`src/rtl/cpu_run_monitor_if.sv`:
```
// Event drain channel of the run monitor: ready/valid handshake plus the
// captured event payload (kind, address, data, cycle stamp).
interface cpu_run_monitor_if #(
  parameter int AW = 32,
  parameter int DW = 32,
  parameter int CW = 16
) ();
  logic          evt_valid;
  logic          evt_ready;
  logic          evt_kind;
  logic [AW-1:0] evt_addr;
  logic [DW-1:0] evt_data;
  logic [CW-1:0] evt_cycle;

  // Producer side: the monitor owns the FIFO head.
  modport master (
    output evt_valid, evt_kind, evt_addr, evt_data, evt_cycle,
    input  evt_ready
  );

  // Consumer side: whoever drains the trace.
  modport slave (
    input  evt_valid, evt_kind, evt_addr, evt_data, evt_cycle,
    output evt_ready
  );
endinterface

```
`src/rtl/cpu_run_monitor.sv`:
```
// Run controller and write-trace capture for the single-cycle CPU.
// Starts a run, counts cycles, stops on a stable PC (halt) or on the cycle
// budget (timeout), and queues every register/memory write with its cycle
// stamp into a small FIFO drained over a ready/valid channel.
module cpu_run_monitor #(
  parameter int DW          = 32,
  parameter int AW          = 32,
  parameter int CW          = 16,
  parameter int DEPTH       = 8,
  parameter int HALT_CYCLES = 4,
  parameter int MAX_CYCLES  = 140
) (
  input  logic              clk_i,
  input  logic              rst_i,
  input  logic              start_i,
  input  logic [AW-1:0]     pc_i,
  input  logic              reg_we_i,
  input  logic [4:0]        reg_waddr_i,
  input  logic [DW-1:0]     reg_wdata_i,
  input  logic              mem_we_i,
  input  logic [AW-1:0]     mem_addr_i,
  input  logic [DW-1:0]     mem_wdata_i,
  cpu_run_monitor_if.master evt,
  output logic [1:0]        state_o,
  output logic              done_o,
  output logic [CW-1:0]     cycle_count_o,
  output logic [15:0]       drop_count_o
);

  localparam int PW = $clog2(DEPTH);        // FIFO index width
  localparam int SW = $clog2(HALT_CYCLES);  // stable counter width, holds HALT_CYCLES-1
  localparam int EW = 1 + AW + DW + CW;     // entry = {kind, addr, data, cycle}

  typedef enum logic [1:0] {
    S_IDLE    = 2'd0,
    S_RUN     = 2'd1,
    S_HALTED  = 2'd2,
    S_TIMEOUT = 2'd3
  } state_t;

  state_t        state_reg, state_next;
  logic [CW-1:0] cycle_count_reg;
  logic [15:0]   drop_count_reg, drop_count_next;
  logic [SW-1:0] stable_reg;
  logic [AW-1:0] last_pc_reg;

  logic [PW:0]   wr_ptr_reg, rd_ptr_reg;
  logic [EW-1:0] entry_mem [DEPTH];

  logic          run_active;
  logic          pc_same, halt_hit, budget_hit;
  logic          fifo_empty, pop;
  logic [PW:0]   used_slots, free_slots;
  logic          cap_reg, cap_mem, push_reg, push_mem;
  logic [1:0]    drops;
  logic [16:0]   drop_sum;
  logic [PW-1:0] wr_idx, mem_idx;
  logic [EW-1:0] reg_entry, mem_entry, head;

  // Halt fires on the cycle the stable counter would reach HALT_CYCLES-1,
  // i.e. the PC has been seen unchanged for HALT_CYCLES consecutive samples.
  assign pc_same    = (pc_i == last_pc_reg);
  assign halt_hit   = pc_same && (stable_reg == SW'(HALT_CYCLES - 2));
  assign budget_hit = (cycle_count_reg == CW'(MAX_CYCLES - 1));

  // State register.
  always_ff @(posedge clk_i) begin
    if (rst_i) state_reg <= S_IDLE;
    else       state_reg <= state_next;
  end

  // Next-state logic; halt takes priority over timeout in the same cycle.
  always_comb begin
    state_next = state_reg;
    case (state_reg)
      S_IDLE:  if (start_i) state_next = S_RUN;
      S_RUN: begin
        if (halt_hit)        state_next = S_HALTED;
        else if (budget_hit) state_next = S_TIMEOUT;
      end
      default: state_next = state_reg;
    endcase
  end

  // Decoded state outputs.
  always_comb begin
    run_active = (state_reg == S_RUN);
    state_o    = state_reg;
    done_o     = (state_reg == S_HALTED) || (state_reg == S_TIMEOUT);
  end

  // FIFO occupancy; free space is counted after this cycle's pop so a full
  // FIFO that is being drained can still accept a write.
  assign fifo_empty = (wr_ptr_reg == rd_ptr_reg);
  assign pop        = !fifo_empty && evt.evt_ready;
  assign used_slots = wr_ptr_reg - rd_ptr_reg;
  assign free_slots = (PW+1)'(DEPTH) - used_slots + (PW+1)'(pop);

  // Register event has priority for the first free slot.
  assign cap_reg  = run_active && reg_we_i;
  assign cap_mem  = run_active && mem_we_i;
  assign push_reg = cap_reg && (free_slots != '0);
  assign push_mem = cap_mem && (free_slots > (PW+1)'(push_reg));

  // Lost events, saturating at all-ones.
  assign drops           = 2'(cap_reg && !push_reg) + 2'(cap_mem && !push_mem);
  assign drop_sum        = 17'(drop_count_reg) + 17'(drops);
  assign drop_count_next = drop_sum[16] ? 16'hFFFF : drop_sum[15:0];

  assign wr_idx    = wr_ptr_reg[PW-1:0];
  assign mem_idx   = wr_idx + PW'(push_reg);
  assign reg_entry = {1'b0, {(AW-5){1'b0}}, reg_waddr_i, reg_wdata_i, cycle_count_reg};
  assign mem_entry = {1'b1, mem_addr_i, mem_wdata_i, cycle_count_reg};

  // Run counters: cleared on start, advanced only while running, frozen after.
  always_ff @(posedge clk_i) begin
    if (rst_i) begin
      cycle_count_reg <= '0;
      drop_count_reg  <= '0;
      stable_reg      <= '0;
      last_pc_reg     <= '0;
    end else if (state_reg == S_IDLE) begin
      if (start_i) begin
        cycle_count_reg <= '0;
        drop_count_reg  <= '0;
        stable_reg      <= '0;
        last_pc_reg     <= pc_i;
      end
    end else if (run_active) begin
      cycle_count_reg <= cycle_count_reg + CW'(1);
      drop_count_reg  <= drop_count_next;
      stable_reg      <= pc_same ? stable_reg + SW'(1) : '0;
      last_pc_reg     <= pc_i;
    end
  end

  // FIFO pointers; extra MSB distinguishes full from empty.
  always_ff @(posedge clk_i) begin
    if (rst_i) begin
      wr_ptr_reg <= '0;
      rd_ptr_reg <= '0;
    end else begin
      wr_ptr_reg <= wr_ptr_reg + (PW+1)'(push_reg) + (PW+1)'(push_mem);
      rd_ptr_reg <= rd_ptr_reg + (PW+1)'(pop);
    end
  end

  // Entry storage; up to two writes per cycle at consecutive slots.
  always_ff @(posedge clk_i) begin
    if (push_reg) entry_mem[wr_idx]  <= reg_entry;
    if (push_mem) entry_mem[mem_idx] <= mem_entry;
  end

  // Head of queue, zeroed when empty so idle outputs read as 0.
  assign head            = entry_mem[rd_ptr_reg[PW-1:0]];
  assign evt.evt_valid   = !fifo_empty;
  assign evt.evt_kind    = fifo_empty ? 1'b0 : head[EW-1];
  assign evt.evt_addr    = fifo_empty ? '0   : head[CW+DW +: AW];
  assign evt.evt_data    = fifo_empty ? '0   : head[CW +: DW];
  assign evt.evt_cycle   = fifo_empty ? '0   : head[CW-1:0];

  assign cycle_count_o = cycle_count_reg;
  assign drop_count_o  = drop_count_reg;

endmodule
```
`src/flat_wrapper.sv`:
```
// flat-port wrapper written by rule: the top's interface ports become plain ports
module cpu_run_monitor_flat 
#(
  parameter int DW          = 32,
  parameter int AW          = 32,
  parameter int CW          = 16,
  parameter int DEPTH       = 8,
  parameter int HALT_CYCLES = 4,
  parameter int MAX_CYCLES  = 140
)
  (clk_i, rst_i, start_i, pc_i, reg_we_i, reg_waddr_i, reg_wdata_i, mem_we_i, mem_addr_i, mem_wdata_i, state_o, done_o, cycle_count_o, drop_count_o, evt_evt_valid, evt_evt_kind, evt_evt_addr, evt_evt_data, evt_evt_cycle, evt_evt_ready);
  cpu_run_monitor_if #(.AW(AW), .DW(DW), .CW(CW)) evt_i ();
  input  logic clk_i;
  input  logic rst_i;
  input  logic start_i;
  input  logic [AW-1:0] pc_i;
  input  logic reg_we_i;
  input  logic [4:0] reg_waddr_i;
  input  logic [DW-1:0] reg_wdata_i;
  input  logic mem_we_i;
  input  logic [AW-1:0] mem_addr_i;
  input  logic [DW-1:0] mem_wdata_i;
  output logic [1:0] state_o;
  output logic done_o;
  output logic [CW-1:0] cycle_count_o;
  output logic [15:0] drop_count_o;
  output wire logic [$bits(evt_i.evt_valid)-1:0] evt_evt_valid;
  output wire logic [$bits(evt_i.evt_kind)-1:0] evt_evt_kind;
  output wire logic [$bits(evt_i.evt_addr)-1:0] evt_evt_addr;
  output wire logic [$bits(evt_i.evt_data)-1:0] evt_evt_data;
  output wire logic [$bits(evt_i.evt_cycle)-1:0] evt_evt_cycle;
  input wire logic [$bits(evt_i.evt_ready)-1:0] evt_evt_ready;
  assign evt_evt_valid = evt_i.evt_valid;
  assign evt_evt_kind = evt_i.evt_kind;
  assign evt_evt_addr = evt_i.evt_addr;
  assign evt_evt_data = evt_i.evt_data;
  assign evt_evt_cycle = evt_i.evt_cycle;
  assign evt_i.evt_ready = evt_evt_ready;
  cpu_run_monitor #(.DW(DW), .AW(AW), .CW(CW), .DEPTH(DEPTH), .HALT_CYCLES(HALT_CYCLES), .MAX_CYCLES(MAX_CYCLES)) u_core (.clk_i(clk_i), .rst_i(rst_i), .start_i(start_i), .pc_i(pc_i), .reg_we_i(reg_we_i), .reg_waddr_i(reg_waddr_i), .reg_wdata_i(reg_wdata_i), .mem_we_i(mem_we_i), .mem_addr_i(mem_addr_i), .mem_wdata_i(mem_wdata_i), .evt(evt_i), .state_o(state_o), .done_o(done_o), .cycle_count_o(cycle_count_o), .drop_count_o(drop_count_o));
endmodule
```
`config.mk`:
```
export PLATFORM = sky130hd
export DESIGN_NAME = cpu_run_monitor_flat
export DESIGN_NICKNAME = d
export VERILOG_FILES = /design/src/rtl/cpu_run_monitor_if.sv /design/src/rtl/cpu_run_monitor.sv /design/src/flat_wrapper.sv
export SDC_FILE = /design/constraint.sdc
export NUM_CORES = 1
export LEC_CHECK = 0
export BUFFER_PORTS_ARGS = -buffer_cell sky130_fd_sc_hd__clkbuf_2
export CORE_MARGIN = 1
export CORE_UTILIZATION = 40
export CTS_BUF_LIST = sky130_fd_sc_hd__clkbuf_2
export DETAILED_ROUTE_END_ITERATION = 16
export MAX_ROUTING_LAYER = met4
export PLACE_DENSITY = 0.6
export SLEW_MARGIN = 20
export SYNTH_ARGS = -nofsm -noshare
export SYNTH_HDL_FRONTEND = slang
export SYNTH_SLANG_ARGS = --single-unit
```
`constraint.sdc`:
```
create_clock -name clk_i -period 8.17 [get_ports clk_i]
set_clock_uncertainty 0.1 [all_clocks]
set_input_delay 0 -clock clk_i [delete_from_list [all_inputs] [get_ports clk_i]]
set_output_delay 0 -clock clk_i [all_outputs]
set_load 0.02 [all_outputs]
```
* After elaboration in Yosys (flattened, before gate mapping)
Memory sizes are Yosys's and may differ from the RTL's. A register that Yosys moved wholly into a read port is not among the register bits.
Cells that the tools add are included.
** Cells by class
- Add/subtract/negate cells :: 11
- $mul :: 0
- Divide/modulo/power cells :: 0
- $lt $le $gt $ge :: 1
- Equality and inequality tests :: 9
- Shifts and indexed selects :: 0
- Mux-type cells :: 26
- Bitwise operators :: 0
- Reductions and logical operators :: 17
** Operators with widths (count)
- 32-bit 2-to-1 mux :: 5
- 16-bit 2-to-1 mux :: 7
- 32-bit == test :: 1
- 16-bit by 2-bit adder with 17-bit output :: 1
- 16-bit by 1-bit adder with 16-bit output, second input constant :: 1
- 4-bit by 1-bit adder with 4-bit output :: 4
- 16-bit by 8-bit == test with 1-bit output, second input constant :: 1
- 2-bit 2-to-1 mux :: 7
- 1-bit logical AND :: 8
- 2-bit == test, second input constant :: 3
- 1-bit 2-to-1 mux :: 5
- 4-bit == test :: 1
- 4-bit by 1-bit > comparator with 1-bit output :: 1
- 2-bit one-hot mux with 2 select lines :: 1
- 4-bit nonzero test :: 1
- 4-bit subtractor :: 1
- 4-bit subtractor, first input constant :: 1
- 3-bit by 1-bit adder with 3-bit output :: 1
- 1-bit logical NOT :: 3
- 3-bit 2-to-1 mux :: 1
- 3-bit inequality test, second input constant :: 1
- 3-bit AND reduction :: 1
- 1-bit by 1-bit adder with 2-bit output :: 1
- 2-bit by 1-bit adder with 2-bit output, second input constant :: 1
- other kinds (6) :: 6
** Word-level totals
- Register bits after elaboration :: 76
- Latch bits :: 0
- RAM bits :: 648
- Bits in read-only memories :: 0
- Input port bits :: 139
- Output and inout port bits :: 117
- Logic and storage cells :: 72
- Memories :: 1
** Memory list
- u_core.entry_mem :: words 8, width 81, rd ports 1, clocked after Yosys merged registers in 1, write ports 2, RTL line cpu_run_monitor.sv:48 : logic [EW-1:0] entry_mem [DEPTH];

* Depth between registers and ports, before layout
- Depth in word-level cells :: 15
- Depth in mapped cells :: 20
- Gate-level depth less buffers :: 16

* Worst setup path before layout
OpenSTA, ideal clock, no wires.
- Path type :: reg-to-reg
- Start point :: register u_core.rd_ptr_reg[0]
- End point :: memory u_core.entry_mem[5][0] (netlist name), enable pin
- Setup time :: 0.440 ns
- Arrival time :: 5.791 ns
- Data required time :: 7.630 ns
- Setup slack :: 1.838 ns
- Cell stages (with the launch flop) :: 20
- Path buffers :: 4
- Clock period less this slack :: 6.332 ns
- Cell sequence :: dfxtp_1 clkbuf_1 buf_1 buf_2 inv_1 ha_1 nand2b_1 fa_1 xor2_1 and2_2 and4_4 nor2_1 ha_1 ha_1 xor2_1 nand2_1 nor2_1 nand2_1 buf_2 nand2_1
** RTL lines
- from (decl) :: RTL line cpu_run_monitor.sv:47 : logic [PW:0] wr_ptr_reg, rd_ptr_reg;
- from (signal assigned) :: RTL line cpu_run_monitor.sv:144 : rd_ptr_reg <= rd_ptr_reg + (PW+1)'(pop);
- to (decl) :: RTL line cpu_run_monitor.sv:48

==> impl_metrics.py <==
metrics = {
    "pwr": {
        "p_clk_frac": 0.272,
        "seqPwrFrac": 0.442,
        "combPwrFrac": 0.286,
        "power_per_cell_area_mw_per_mm2": 208,
        "power_switching_w": 0.00342,
        "sw_frac_of_total": 0.358,
        "leakage_nw": 15.4,
        "ir_worst_vdd_mv": 0.260,
        "p_int_w": 0.00613,
    },
    "timing": {
        "tightestPinTransition_ps": 1350,
        "fin_crit_ps": 6580,
        "slew_headroom": 0.0969,
        "slew_viol_final": 0,
        "hold_viol": 0,
        "max_freq_mhz": 152,
        "fin_ws_ps": 1590,
        "fin_setup_tns_ps": 0,
        "setup-violations-final": 0,
        "rsz0062_at_grt": "false",
        "finalCritPeriodShare": 0.806,
    },
    "critical_path": {
        "path_max_fanout": 65,
        "cp-start-kind": "register",
        "max_stage_delay_ps": 1110,
        "crit_chain": "inv_1 -> ha_1 -> nand2b_1 -> fa_1 -> xor2_1 -> and2_2 -> and4_4 -> nor2_1 -> ha_1 -> ha_1 -> xor2_1 -> nand2_1 -> nor2_4 -> buf_4 -> and2_2 -> o31ai_1 -> dlygate4sd3_1",
        "arrival_ps": 7590,
        "crit_path_end_kind": "register",
        "worst-setup-path-type": "reg -> reg",
        "crit_slowest_cell": "and2_2",
        "crit_top_cell": "ha_1",
        "required_ps": 9170,
    },
    "clock_tree": {
        "numCtsBuffers": 191,
        "ctsResizeCount": 0,
        "clock_latency_ps": 1390,
        "postCtsSetupRepairBufs": 0,
        "htree_num_levels": 4,
        "path_clk_slew_ps": 110,
        "clk_path_buf_depth": 3,
        "cts.sinks": 724,
        "cts-root-buf": "clkbuf_2",
        "tritoncts": "built",
    },
    "floorplan": {
        "ios": 256,
        "dieArea_mm2": 0.0916,
        "rows": 109,
        "die_h_um": 303,
        "die_x_um": 303,
        "coreArea_mm2": 0.0889,
        "start_util": 0.407,
    },
    "synth": {
        "synth_cell_types": 64,
        "synth-edff-count": 640,
        "yosysSeqAreaShare": 0.578,
        "synth_area_mm2": 0.0362,
        "ys.flop_type": "edfxtp_1",
        "yosys_warnings": 0,
        "synth_seq_cells": 724,
        "avgSynthCellArea_um2": 12.7,
        "synthCells": 2859,
        "synthesis.nets": 3015,
        "async_reset_ff_frac": 0,
    },
    "global_route": {
        "grt_start_max_net_pins": 254,
        "gr-usage-met3": 0.0685,
        "grt_usage": 0.277,
        "use_met2": 0.444,
        "first_global_vias": 31532,
        "use_met1": 0.331,
        "busiest_layer": "met2",
        "grt_overflow": 0,
        "antenna_found_initial": 6,
        "grt_pass1_wl_mm": 184,
    },
    "cells_and_area": {
        "final_cell_mix": "edfxtp_1 (640), dlygate4sd3_1 (609), clkbuf_2 (544), nand3_1 (312), o31ai_1 (296)",
        "finalInstanceArea_mm2": 0.0460,
        "layout_commonest_cell": "edfxtp_1",
        "finish.utilization": 0.517,
        "syn2layout_area_growth_pct": 27.1,
        "layout-drive-gt1-share": 0.226,
        "largest_reg_flops": 648,
        "fin_cells": 4956,
        "nets": 3788,
    },
    "placement": {
        "portBuffers": 255,
        "place_hpwl_mm": 62.2,
        "gp_congestion": 0.844,
        "place_ws_ps": 2110,
        "dp.cells": 3994,
        "place_area_mm2": 0.0381,
    },
    "detailed_routing": {
        "drt_drc_violations_left": 0,
        "drtIter0Drc": 3394,
        "viasPerCell": 6.04,
        "postRouteWirelength_mm": 124,
        "antenna_left": 0,
        "first_pass_iters": 7,
        "vias": 29919,
        "wl_per_cell_um": 24.9,
    },
    "run_status": {
        "status": "completed",
    },
    "min_path": {
        "min_path_type": "in -> reg",
    },
    "run": {
        "drv_cap": 0,
    },
}
## final timing paths
check / startpoint / end / slack (ps) / depth (start not counted)
max reg2reg: u_core.rd_ptr_reg[0] / u_core.entry_mem[5][29] / 1590 / 17
max: u_core.rd_ptr_reg[0] / u_core.entry_mem[5][29] / 1590 / 17
min reg2reg: u_core.entry_mem[3][80] / u_core.entry_mem[3][80] / 370 / 1
min: reg_wdata_i[17] / u_core.entry_mem[2][33] / 210 / 5
## cells by family (layout without fill, tap and decap cells)
kind of cell | Yosys count | after routing | share of synthesized area
other | 0 | 12 | 0
XOR/XNOR | 42 | 42 | 0.0106
flip-flops | 724 | 724 | 0.578
adder cells (fa/ha/maj) | 17 | 17 | 0.00650
buffers and inverters | 353 | 1273 | 0.0416
AND/OR/NAND/NOR | 936 | 936 | 0.131
multiplexers | 249 | 249 | 0.125
AO/OA/AOI/OAI | 538 | 538 | 0.107
## cells in the mapped netlist, types with 12 or more instances
cell      instances  area share
mux2i_1          81       0.022
a21boi_0         98       0.020
nor2_1          120       0.012
nand2_1         184       0.019
a21boi_2         14      0.0044
o21ai_0          28      0.0039
clkbuf_1        208       0.022
buf_2            82       0.011
inv_1            14      0.0015
nand4_1          24      0.0042
nand3_1         314       0.043
a21oi_1          69      0.0095
and3_1          223       0.039
and2_1           12      0.0021
buf_1            38      0.0039
xnor2_1          36      0.0087
ha_1             14      0.0048
mux4_2          162        0.10
dfxtp_1          84       0.046
edfxtp_1        640        0.53
o31ai_1         296       0.061
## per-stage QoR
stage / hold slack, ps / total power [W]
final: 213 / 0.00955
after global routing: 96.2 / 0.00995
after CTS: 2.90 / 0.00955
after detailed placement: 156 / 0.00676
after global placement: 148 / 0.00673
after floorplan: 36.0 / 0.00589
## final cells by class
cell class / count / area, µm²
repair buffers: 918 / 7840
fillers: 7534 / 42900
flip-flops and latches: 724 / 20900
clock inverters: 51 / 299
inverters: 15 / 56.3
well taps: 1165 / 1460
clock buffers: 289 / 1450
multi-input cells: 1782 / 13900
diodes: 12 / 30.0
## what timing repair did
item                                   4_1_cts  5_1_grt
setup endpoints to repair                    0        0
endpoints found under the hold margin      877        0
hold buffers                               609        0
## worst max-delay path: cells and delay by family, from the launching register on
| kind | cells | cell delay (ps) |
|---|---|---|
| compound gates | 1 | 120 |
| xor+xnor | 2 | 660 |
| fa+ha+maj | 4 | 1150 |
| buf+inv | 3 | 1480 |
| flops | 1 | 560 |
| simple gates | 7 | 2200 |
## metal layers
metal / vias up / part of all wire
met3: 372 / 0.11
met5: - / 0
met1: 14753 / 0.38
li1: 12801 / -
met2: 1993 / 0.48
met4: 0 / 0.035
## power by group through the flow
stage | Clock (W) | Sequential (W) | Combinational [W]
finish | 0.00260 | 0.00422 | 0.00273
detailed placement | 0 | 0.00430 | 0.00246
CTS | 0.00264 | 0.00422 | 0.00270
global route | 0.00282 | 0.00423 | 0.00290
floorplan | 0 | 0.00426 | 0.00163
global placement | 0 | 0.00429 | 0.00244
Power figures use the tool's default switching activity.
